[src/rtl/game_pkg.sv]
// Shared game-flow encodings and default world/level geometry for the
// sequencer and the screen overlay.
package game_pkg;

  typedef enum logic [2:0] {
    ST_START     = 3'd0,
    ST_PLAYING   = 3'd1,
    ST_LEVEL_INC = 3'd2,
    ST_WORLD_INC = 3'd3,
    ST_LIFE_LOST = 3'd4,
    ST_LOSE      = 3'd5,
    ST_WIN       = 3'd6
  } game_status_t;

  localparam int NUM_WORLDS_DEF       = 4;
  localparam int LEVELS_PER_WORLD_DEF = 4;

endpackage

[src/rtl/game_sequencer_rise_detect.sv]
// Rising-edge detector: registered previous value AND-NOT current.
// Previous value resets to 0, so an input high out of reset counts as an edge.
module rise_detect (
  input  logic clk,
  input  logic rst,
  input  logic i_sig,
  output logic o_rise
);

  logic r_prev;

  always_ff @(posedge clk) begin
    if (rst) r_prev <= 1'b0;
    else     r_prev <= i_sig;
  end

  assign o_rise = i_sig & ~r_prev;

endmodule

[src/rtl/game_sequencer.sv]
// Game-flow controller: sequences worlds, levels and lives, holds banner
// states for HOLD_CYCLES and pulses restart on every entry into play.
module game_sequencer
  import game_pkg::*;
#(
  parameter int NUM_WORLDS       = NUM_WORLDS_DEF,
  parameter int LEVELS_PER_WORLD = LEVELS_PER_WORLD_DEF,
  parameter int START_LIVES      = 3,
  parameter int MAX_LIVES        = 9,
  parameter int HOLD_CYCLES      = 100_000_000
) (
  input  logic       clk,
  input  logic       rst,
  input  logic       start_btn,
  input  logic       level_complete,
  input  logic       player_died,
  output logic [2:0] game_status,
  output logic [2:0] world,
  output logic [2:0] level,
  output logic [3:0] lives,
  output logic       restart
);

  localparam int                HOLD_W     = $clog2(HOLD_CYCLES + 1);
  localparam logic [HOLD_W-1:0] HOLD_LAST  = HOLD_W'(HOLD_CYCLES - 1);
  localparam logic [2:0]        LAST_WORLD = 3'(NUM_WORLDS - 1);
  localparam logic [2:0]        LAST_LEVEL = 3'(LEVELS_PER_WORLD - 1);
  localparam logic [3:0]        LIVES_INIT = 4'(START_LIVES);
  localparam logic [3:0]        LIVES_MAX  = 4'(MAX_LIVES);

  function automatic logic [3:0] lives_inc(input logic [3:0] v);
    return (v >= LIVES_MAX) ? LIVES_MAX : v + 4'd1;
  endfunction

  function automatic logic [3:0] lives_dec(input logic [3:0] v);
    return (v == 4'd0) ? 4'd0 : v - 4'd1;
  endfunction

  game_status_t      r_state, w_state_nxt;
  logic [2:0]        r_world, w_world_nxt;
  logic [2:0]        r_level, w_level_nxt;
  logic [3:0]        r_lives, w_lives_nxt;
  logic [HOLD_W-1:0] r_hold,  w_hold_nxt;
  logic              r_restart, w_restart_nxt;
  logic              w_start_rise, w_lc_rise, w_died_rise;

  rise_detect u_start_rise (.clk(clk), .rst(rst), .i_sig(start_btn),      .o_rise(w_start_rise));
  rise_detect u_lc_rise    (.clk(clk), .rst(rst), .i_sig(level_complete), .o_rise(w_lc_rise));
  rise_detect u_died_rise  (.clk(clk), .rst(rst), .i_sig(player_died),    .o_rise(w_died_rise));

  always_ff @(posedge clk) begin
    if (rst) begin
      r_state   <= ST_START;
      r_world   <= 3'd0;
      r_level   <= 3'd0;
      r_lives   <= LIVES_INIT;
      r_hold    <= '0;
      r_restart <= 1'b0;
    end else begin
      r_state   <= w_state_nxt;
      r_world   <= w_world_nxt;
      r_level   <= w_level_nxt;
      r_lives   <= w_lives_nxt;
      r_hold    <= w_hold_nxt;
      r_restart <= w_restart_nxt;
    end
  end

  always_comb begin
    w_state_nxt = r_state;
    w_world_nxt = r_world;
    w_level_nxt = r_level;
    w_lives_nxt = r_lives;
    w_hold_nxt  = '0;
    case (r_state)
      ST_START: begin
        if (w_start_rise) begin
          w_state_nxt = ST_PLAYING;
          w_world_nxt = 3'd0;
          w_level_nxt = 3'd0;
          w_lives_nxt = LIVES_INIT;
        end
      end
      ST_PLAYING: begin
        // level_complete takes priority over a simultaneous death
        if (w_lc_rise) begin
          if (r_level == LAST_LEVEL) begin
            if (r_world == LAST_WORLD) begin
              w_state_nxt = ST_WIN;
            end else begin
              w_state_nxt = ST_WORLD_INC;
              w_world_nxt = r_world + 3'd1;
              w_level_nxt = 3'd0;
              w_lives_nxt = lives_inc(r_lives);
            end
          end else begin
            w_state_nxt = ST_LEVEL_INC;
            w_level_nxt = r_level + 3'd1;
          end
        end else if (w_died_rise) begin
          if (r_lives <= 4'd1) begin
            w_state_nxt = ST_LOSE;
            w_lives_nxt = 4'd0;
          end else begin
            w_state_nxt = ST_LIFE_LOST;
            w_lives_nxt = lives_dec(r_lives);
          end
        end
      end
      ST_LEVEL_INC, ST_WORLD_INC, ST_LIFE_LOST: begin
        if (r_hold == HOLD_LAST) w_state_nxt = ST_PLAYING;
        else                     w_hold_nxt  = r_hold + HOLD_W'(1);
      end
      ST_LOSE, ST_WIN: begin
        if (w_start_rise) w_state_nxt = ST_START;
      end
      default: w_state_nxt = ST_START;
    endcase
  end

  always_comb begin
    w_restart_nxt = (w_state_nxt == ST_PLAYING) && (r_state != ST_PLAYING);
    game_status   = r_state;
    world         = r_world;
    level         = r_level;
    lives         = r_lives;
    restart       = r_restart;
  end

endmodule

[config.mk]
export PLATFORM = sky130hd
export DESIGN_NAME = game_sequencer
export DESIGN_NICKNAME = d
export VERILOG_FILES = /design/src/rtl/game_pkg.sv /design/src/rtl/game_sequencer_rise_detect.sv /design/src/rtl/game_sequencer.sv
export SDC_FILE = /design/constraint.sdc
export NUM_CORES = 1
export LEC_CHECK = 0
export CORE_MARGIN = 3
export CORE_UTILIZATION = 57
export CTS_CLUSTER_DIAMETER = 40
export CTS_CLUSTER_SIZE = 20
export DETAILED_ROUTE_END_ITERATION = 10
export PLACE_DENSITY = 0.85
export SKIP_LAST_GASP = 1
export SYNTH_ARGS = -nofsm -noshare
export SYNTH_HDL_FRONTEND = slang
export SYNTH_SLANG_ARGS = --single-unit
[constraint.sdc]
create_clock -name clk -period 2.45 [get_ports clk]
set_clock_uncertainty 0.05 [all_clocks]
set_input_delay 0.245 -clock clk [delete_from_list [all_inputs] [get_ports clk]]
set_output_delay 0.245 -clock clk [all_outputs]
set_load 0.02 [all_outputs]
* Yosys cells after proc, flatten, opt, wreduce, memory -nomap -nowiden *
Index checks and enable logic that the tools add are counted.

storage, ports and cells
  bits in read-only memories = 0
  bits in registers = 44
  bits in writable memories = 0
  bits in latches = 0
  output and inout port bits = 14
  memories kept = 0
  word-level logic and storage cells = 79

operators by class
  reduce and logical (&&, ||, !) cells = 10
  add/sub/neg operators = 5
  divide/modulo/power cells = 0
  magnitude comparators = 2
  multipliers = 0
  shift operators = 0
  bitwise operators = 7
  muxes and demuxes = 27
  equal/unequal tests = 19

operators by type and width
  cell                   number
  $mux 3                 14
  $mux 4                 8
  $add 27x1->27 const B  1
  $eq 27x27->1 const B   1
  $eq 3x2->1 const B     4
  $pmux 3 s2             2
  $pmux 3 s4             1
  $reduce_and 5->1       2
  $eq 3x3->1 const B     3
  $ne 3x3->1 const B     3
  $pmux 4 s2             1
  $add 3x1->3 const B    2
  $eq 3x1->1 const B     2
  $ne 3x1->1 const B     2
  $reduce_or 3->1        2
  $add 4x1->4 const B    1
  $ge 4x4->1 const B     1
  $le 4x1->1 const B     1
  $logic_not 4->1        1
  $ne 2x1->1 const B     2
  $ne 2x2->1 const B     2
  $not 1->1              4
  $reduce_and 4->1       1
  $sub 4x1->4 const B    1
  other kinds (6)        8

* Longest topological paths before layout *
  word-level depth = 7
  mapped depth = 7
  depth with buffers taken out = 7

* Cells and area by module *
Synthesis repeated with hierarchy kept, for this count alone.

unflattened totals
  cell total of the unflattened synthesis = 267
  area, all modules = 2308.5 um^2

by module, submodules not included
  module          area each (um^2)  cells an instance  sequential area each (um^2)  instances
  game_sequencer  2165.8            258                820.8                        1
  rise_detect     47.5              3                  20.0                         3

* Worst setup path after synthesis *
No wires, ideal clock.

  path kind = register to register
  from = register r_world[0], in the netlist world[0]
  to = register r_lives[2], in the netlist lives[2]
  period minus slack after synthesis = 2.033 ns
  data required time = 2.330 ns
  setup time = 0.070 ns
  arrival time = 1.913 ns
  path slack = 0.417 ns
  stages on the path, launching flop included = 7
  cell sequence = dfxtp_1 -> ha_1 -> ha_1 -> o41ai_1 -> o21ai_2 -> or4_1 -> a21oi_1

between the ends
  cells in the longest elaborated chain, start to end = 3

ends and longest elaborated chain
  item                               RTL line              RTL
  start, declared                    game_sequencer.sv:40  logic [2:0] r_world, w_world_nxt;
  start signal, assigned             game_sequencer.sv:61  r_world <= w_world_nxt;
  $eq 3x2->1                         game_sequencer.sv:88  if (r_world == LAST_WORLD) begin
  $ne 3x3->1 (no source line)        n/a
  $reduce_and 5->1 (no source line)  n/a
  end signal, assigned               game_sequencer.sv:63  r_lives <= w_lives_nxt;
  end, declared                      game_sequencer.sv:42  logic [3:0] r_lives, w_lives_nxt;

Every way passes these cells.
A chain may end at the register's enable or synchronous reset.

* Worst setup path in the final report *
Same ends and word-level chain as after synthesis.

==> report_table.html <==
<table>
<tr><th>Metric</th><th>Value</th></tr>
<tr><th colspan="2">Setup path</th></tr>
<tr><td>R2R setup slack</td><td>roughly 320 ps</td></tr>
<tr><td>Worst setup path startpoint</td><td>world[0]</td></tr>
<tr><td>Critical path required time</td><td>approximately 2600 ps</td></tr>
<tr><td>Signal arrival time at the worst endpoint</td><td>2320 ps</td></tr>
<tr><td>Largest driver fanout on the critical path</td><td>8</td></tr>
<tr><td>Crit-path cells</td><td>ha_1, ha_1, o41ai_1, o21ai_2, or4_1, a21oi_1</td></tr>
<tr><td>Length in cells of the worst reg-to-reg path</td><td>6</td></tr>
<tr><td>Nature of the critical path endpoint</td><td>register</td></tr>
<tr><td>Buf/Inv on CP</td><td>0</td></tr>
<tr><td>Most used cell, CP</td><td>sky130_fd_sc_hd__ha_1</td></tr>
<tr><td>Largest delay contributor family on the critical path</td><td>compound AO/OA/AOI/OAI gates</td></tr>
<tr><td>Critical Path Max Stage Delay</td><td>~480 ps</td></tr>
<tr><td>CP Class</td><td>reg2reg</td></tr>
<tr><td>Critical path startpoint category</td><td>register</td></tr>
<tr><td>Beginning of the worst register-to-register path</td><td>world[0]</td></tr>
<tr><td>Master of the slowest instance on the critical path</td><td>sky130_fd_sc_hd__o41ai_1</td></tr>
<tr><td>Worst r2r dst</td><td>lives[2]</td></tr>
<tr><td>Depth of the critical timing path with buffers and inverters included</td><td>6</td></tr>
<tr><td>Termination of the worst setup path</td><td>lives[2]</td></tr>
<tr><th colspan="2">Pwr</th></tr>
<tr><td>Leak Pwr</td><td>between 0.9 and 1 nW</td></tr>
<tr><td>Cell area power density</td><td>600 mW/mm2</td></tr>
<tr><td>Largest vdd supply drop</td><td>about 0.39 mV</td></tr>
<tr><th colspan="2">Detailed routing</th></tr>
<tr><td>Total wirelength of the detailed-routed design</td><td>about 4400 um</td></tr>
<tr><td>Post-detailed-route via-to-cell ratio</td><td>between 5 and 6</td></tr>
<tr><td>Post-route ant nets</td><td>0</td></tr>
<tr><td>Routed wirelength normalized by instance count</td><td>approximately 13 um</td></tr>
<tr><td>M1 wire length</td><td>~2000 um</td></tr>
<tr><td>Drc violations</td><td>0</td></tr>
<tr><td>Initial DRT Pass Iterations</td><td>4</td></tr>
<tr><td>DR vias</td><td>between 1,500 and 2,000</td></tr>
<tr><td>Met2 wire length</td><td>slightly above 2000 um</td></tr>
<tr><td>Detailed-routed wire length on met3</td><td>191 um</td></tr>
<tr><td>Number of DRC violations after detailed-routing iteration 0</td><td>around 120</td></tr>
<tr><td>Top Metal Used</td><td>met4</td></tr>
<tr><th colspan="2">Clock network</th></tr>
<tr><td>Max H-tree Level</td><td>2</td></tr>
<tr><td>Clock transition time at the flip-flop clock pins of the worst setup and hold paths</td><td>~80 ps</td></tr>
<tr><td>Root buffer cell</td><td>sky130_fd_sc_hd__clkbuf_8</td></tr>
<tr><td>Post-CTS Hold Fix Bufs</td><td>0</td></tr>
<tr><td>Maximum clock insertion buffer count</td><td>2</td></tr>
<tr><td>Post-CTS Setup Bufs</td><td>0</td></tr>
<tr><td>Clock latency on the worst-skew pair</td><td>about 300 ps</td></tr>
<tr><td>Number of instances resized during post-cts repair</td><td>0</td></tr>
<tr><td>TritonCTS sink count</td><td>44</td></tr>
<tr><td>Clock tree from TritonCTS</td><td>built</td></tr>
<tr><td>Number of clock buffers inserted by TritonCTS</td><td>5</td></tr>
<tr><th colspan="2">Timing</th></tr>
<tr><td>Setup violations, final</td><td>0</td></tr>
<tr><td>Worst Tran Pin Value</td><td>~500 ps</td></tr>
<tr><td>Max-slew headroom</td><td>0.663</td></tr>
<tr><td>Hold WS</td><td>~420 ps</td></tr>
<tr><td>Number of failing hold endpoints at the final stage</td><td>0</td></tr>
<tr><td>Maximum operating frequency</td><td>around 0.47 GHz</td></tr>
<tr><td>Fraction of the cycle the final worst path needs</td><td>0.870</td></tr>
<tr><td>Shortest period the worst path allows</td><td>about 2100 ps</td></tr>
<tr><td>Setup TNS</td><td>0 ps</td></tr>
<tr><td>Number of max-slew violations in the final report</td><td>0</td></tr>
<tr><td>RSZ-0062 raised after global routing</td><td>no</td></tr>
<tr><th colspan="2">Die</th></tr>
<tr><td>Boundary pin count</td><td>19</td></tr>
<tr><td>Width of the die</td><td>68.6 um</td></tr>
<tr><td>Vertical die dimension</td><td>slightly below 70 um</td></tr>
<tr><td>Core Region</td><td>between 0.003 and 0.004 mm2</td></tr>
<tr><td>Initial Util</td><td>0.600</td></tr>
<tr><td>Area enclosed by the die boundary</td><td>around 0.0047 mm2</td></tr>
<tr><td>Floorplan row count</td><td>22</td></tr>
<tr><th colspan="2">Logic synthesis</th></tr>
<tr><td>Net count after synthesis</td><td>around 280</td></tr>
<tr><td>Yosys warns</td><td>0</td></tr>
<tr><td>Number of library cell types mapped by synthesis</td><td>47</td></tr>
<tr><td>Most frequently used flop master after synthesis</td><td>sky130_fd_sc_hd__dfxtp_1</td></tr>
<tr><td>Number of synthesized register bits</td><td>44</td></tr>
<tr><td>EDFF count, synth</td><td>0</td></tr>
<tr><td>Asr flop ratio synth</td><td>0</td></tr>
<tr><td>Portion of the post-synthesis area used by sequential elements</td><td>0.395</td></tr>
<tr><td>Post-Synthesis Cell Area</td><td>0.00223 mm2</td></tr>
<tr><td>Number of standard cells after synthesis</td><td>around 260</td></tr>
<tr><td>Mean instance size in the synthesized netlist</td><td>8.48 um2</td></tr>
<tr><th colspan="2">Run status</th></tr>
<tr><td>Outcome</td><td>finished clean</td></tr>
<tr><th colspan="2">Cells and area</th></tr>
<tr><td>Share of final-layout standard cells stronger than drive strength 1</td><td>0.0605</td></tr>
<tr><td>Area overhead of the layout relative to synthesis</td><td>14.5%</td></tr>
<tr><td>Antenna Cells</td><td>0</td></tr>
<tr><td>Leading cell type in the layout, fill and taps excluded</td><td>sky130_fd_sc_hd__dfxtp_1</td></tr>
<tr><td>Number of nets in the final layout</td><td>between 200 and 300</td></tr>
<tr><td>Number of filler instances in the final layout</td><td>slightly below 300</td></tr>
<tr><td>Commonest non-fill, non-tap cells in the layout</td><td>44 x sky130_fd_sc_hd__dfxtp_1, 39 x sky130_fd_sc_hd__nor2_1, 22 x sky130_fd_sc_hd__nand2_1</td></tr>
<tr><th colspan="2">Global routing</th></tr>
<tr><td>GR Overflow Total</td><td>0</td></tr>
<tr><td>Pin count of the biggest net entering global routing</td><td>27</td></tr>
<tr><td>Via count of the first global-routing pass</td><td>about 1,700</td></tr>
<tr><td>Number of antenna violations at the first check in global routing</td><td>0</td></tr>
<tr><td>Overall track demand over capacity in global routing</td><td>0.207</td></tr>
<tr><td>Wire length of the first global-routing pass</td><td>7280 um</td></tr>
<tr><th colspan="2">Place</th></tr>
<tr><td>Count of input and output buffers</td><td>18</td></tr>
<tr><td>Detailed Place HPWL</td><td>3150 um</td></tr>
<tr><td>Routability congestion estimate</td><td>0.842</td></tr>
<tr><th colspan="2">Hold path</th></tr>
<tr><td>Class of the tightest hold or removal check</td><td>reg2reg</td></tr>
<tr><th colspan="2">Job</th></tr>
<tr><td>Total of max-cap violations</td><td>0</td></tr>
</table>
## through the flow
step	util	setup WS, ps	area, um2	instances	power [mW]
final	0.687	318	2550	329	1.53
after global routing	0.687	119	2550	329	1.61
after CTS	0.687	314	2550	329	1.55
after detailed placement	0.655	349	2430	321	0.966
after global placement	0.655	365	2430	321	0.963
after floorplan	-	417	2230	263	0.906
## synth_stat cells, drive strengths merged, types with 2 or more instances
| library cell | n | share of area |
|---|---|---|
| and3 | 8 | 0.022 |
| nor3b | 3 | 0.012 |
| nor2 | 39 | 0.066 |
| and2 | 3 | 0.0084 |
| or4 | 2 | 0.0084 |
| nor4 | 4 | 0.014 |
| nand4 | 12 | 0.034 |
| or3 | 3 | 0.0084 |
| nor4b | 2 | 0.0079 |
| ha | 8 | 0.045 |
| dfxtp | 44 | 0.39 |
| and4 | 5 | 0.020 |
| clkbuf | 5 | 0.0084 |
| a21oi | 11 | 0.025 |
| xnor2 | 5 | 0.020 |
| nor3 | 4 | 0.0090 |
| a21boi | 2 | 0.0067 |
| buf | 6 | 0.019 |
| nor2b | 7 | 0.020 |
| o21ai | 5 | 0.013 |
| nand2b | 2 | 0.0056 |
| a211o | 2 | 0.0079 |
| a22oi | 2 | 0.0067 |
| nand3 | 12 | 0.027 |
| nand2 | 23 | 0.042 |
| xor2 | 21 | 0.082 |
| a31oi | 3 | 0.0084 |
| inv | 8 | 0.013 |
## cell families (layout without fill, tap and decap cells)
| group | count (synthesis) | in the layout | share of synthesized area |
|---|---|---|---|
| flip-flops | 44 | 44 | 0.395 |
| AND/OR/NAND/NOR | 132 | 132 | 0.316 |
| buffers and inverters | 19 | 37 | 0.0409 |
| XOR/XNOR | 26 | 26 | 0.102 |
| multiplexers | 1 | 1 | 0.00449 |
| AO/OA/AOI/OAI | 33 | 33 | 0.0970 |
| adder cells (fa/ha/maj) | 8 | 8 | 0.0449 |
## how the worst min path moves through the flow
stage | to | cells past startpoint | start
detailed placement | r_hold[0] | 1 | r_hold[0]
CTS | r_hold[0] | 1 | r_hold[0]
floorplan | u_died_rise.r_prev | 1 | player_died
global placement | r_hold[0] | 1 | r_hold[0]
finish | r_hold[0] | 1 | r_hold[0]
global route | r_hold[0] | 1 | r_hold[0]
## final cells by class
| class | instances | area, um2 | share of cell area |
|---|---|---|---|
| clock buffer | 6 | 82.6 | 0.0323 |
| timing repair buffer | 21 | 203 | 0.0794 |
| clock inverter | 2 | 38.8 | 0.0152 |
| multi-input combinational | 200 | 1260 | 0.493 |
| inverter | 8 | 30.0 | 0.0118 |
| tap | 48 | 60.1 | 0.0235 |
| sequential | 44 | 881 | 0.345 |
## metal layers
layer	track usage	up-vias
met5	0	-
met3	0.0567	6
met4	0.0844	0
met2	0.341	45
li1	-	947
met1	0.255	848
## flip-flops by register name, indices dropped and copies added, names as in the netlist
name / flops
restart: 1
r_hold: 27
u_died_rise.r_prev: 1
world: 3
level: 3
game_status: 3
u_lc_rise.r_prev: 1
lives: 4
u_start_rise.r_prev: 1
## power by group
group / internal, mW / switching (mW) / total [mW]
combinational: 0.0814 / 0.114 / 0.195
clock: 0.333 / 0.248 / 0.581
sequential: 0.731 / 0.0251 / 0.757
total: 1.15 / 0.387 / 1.53
Power figures use the tool's default switching activity.
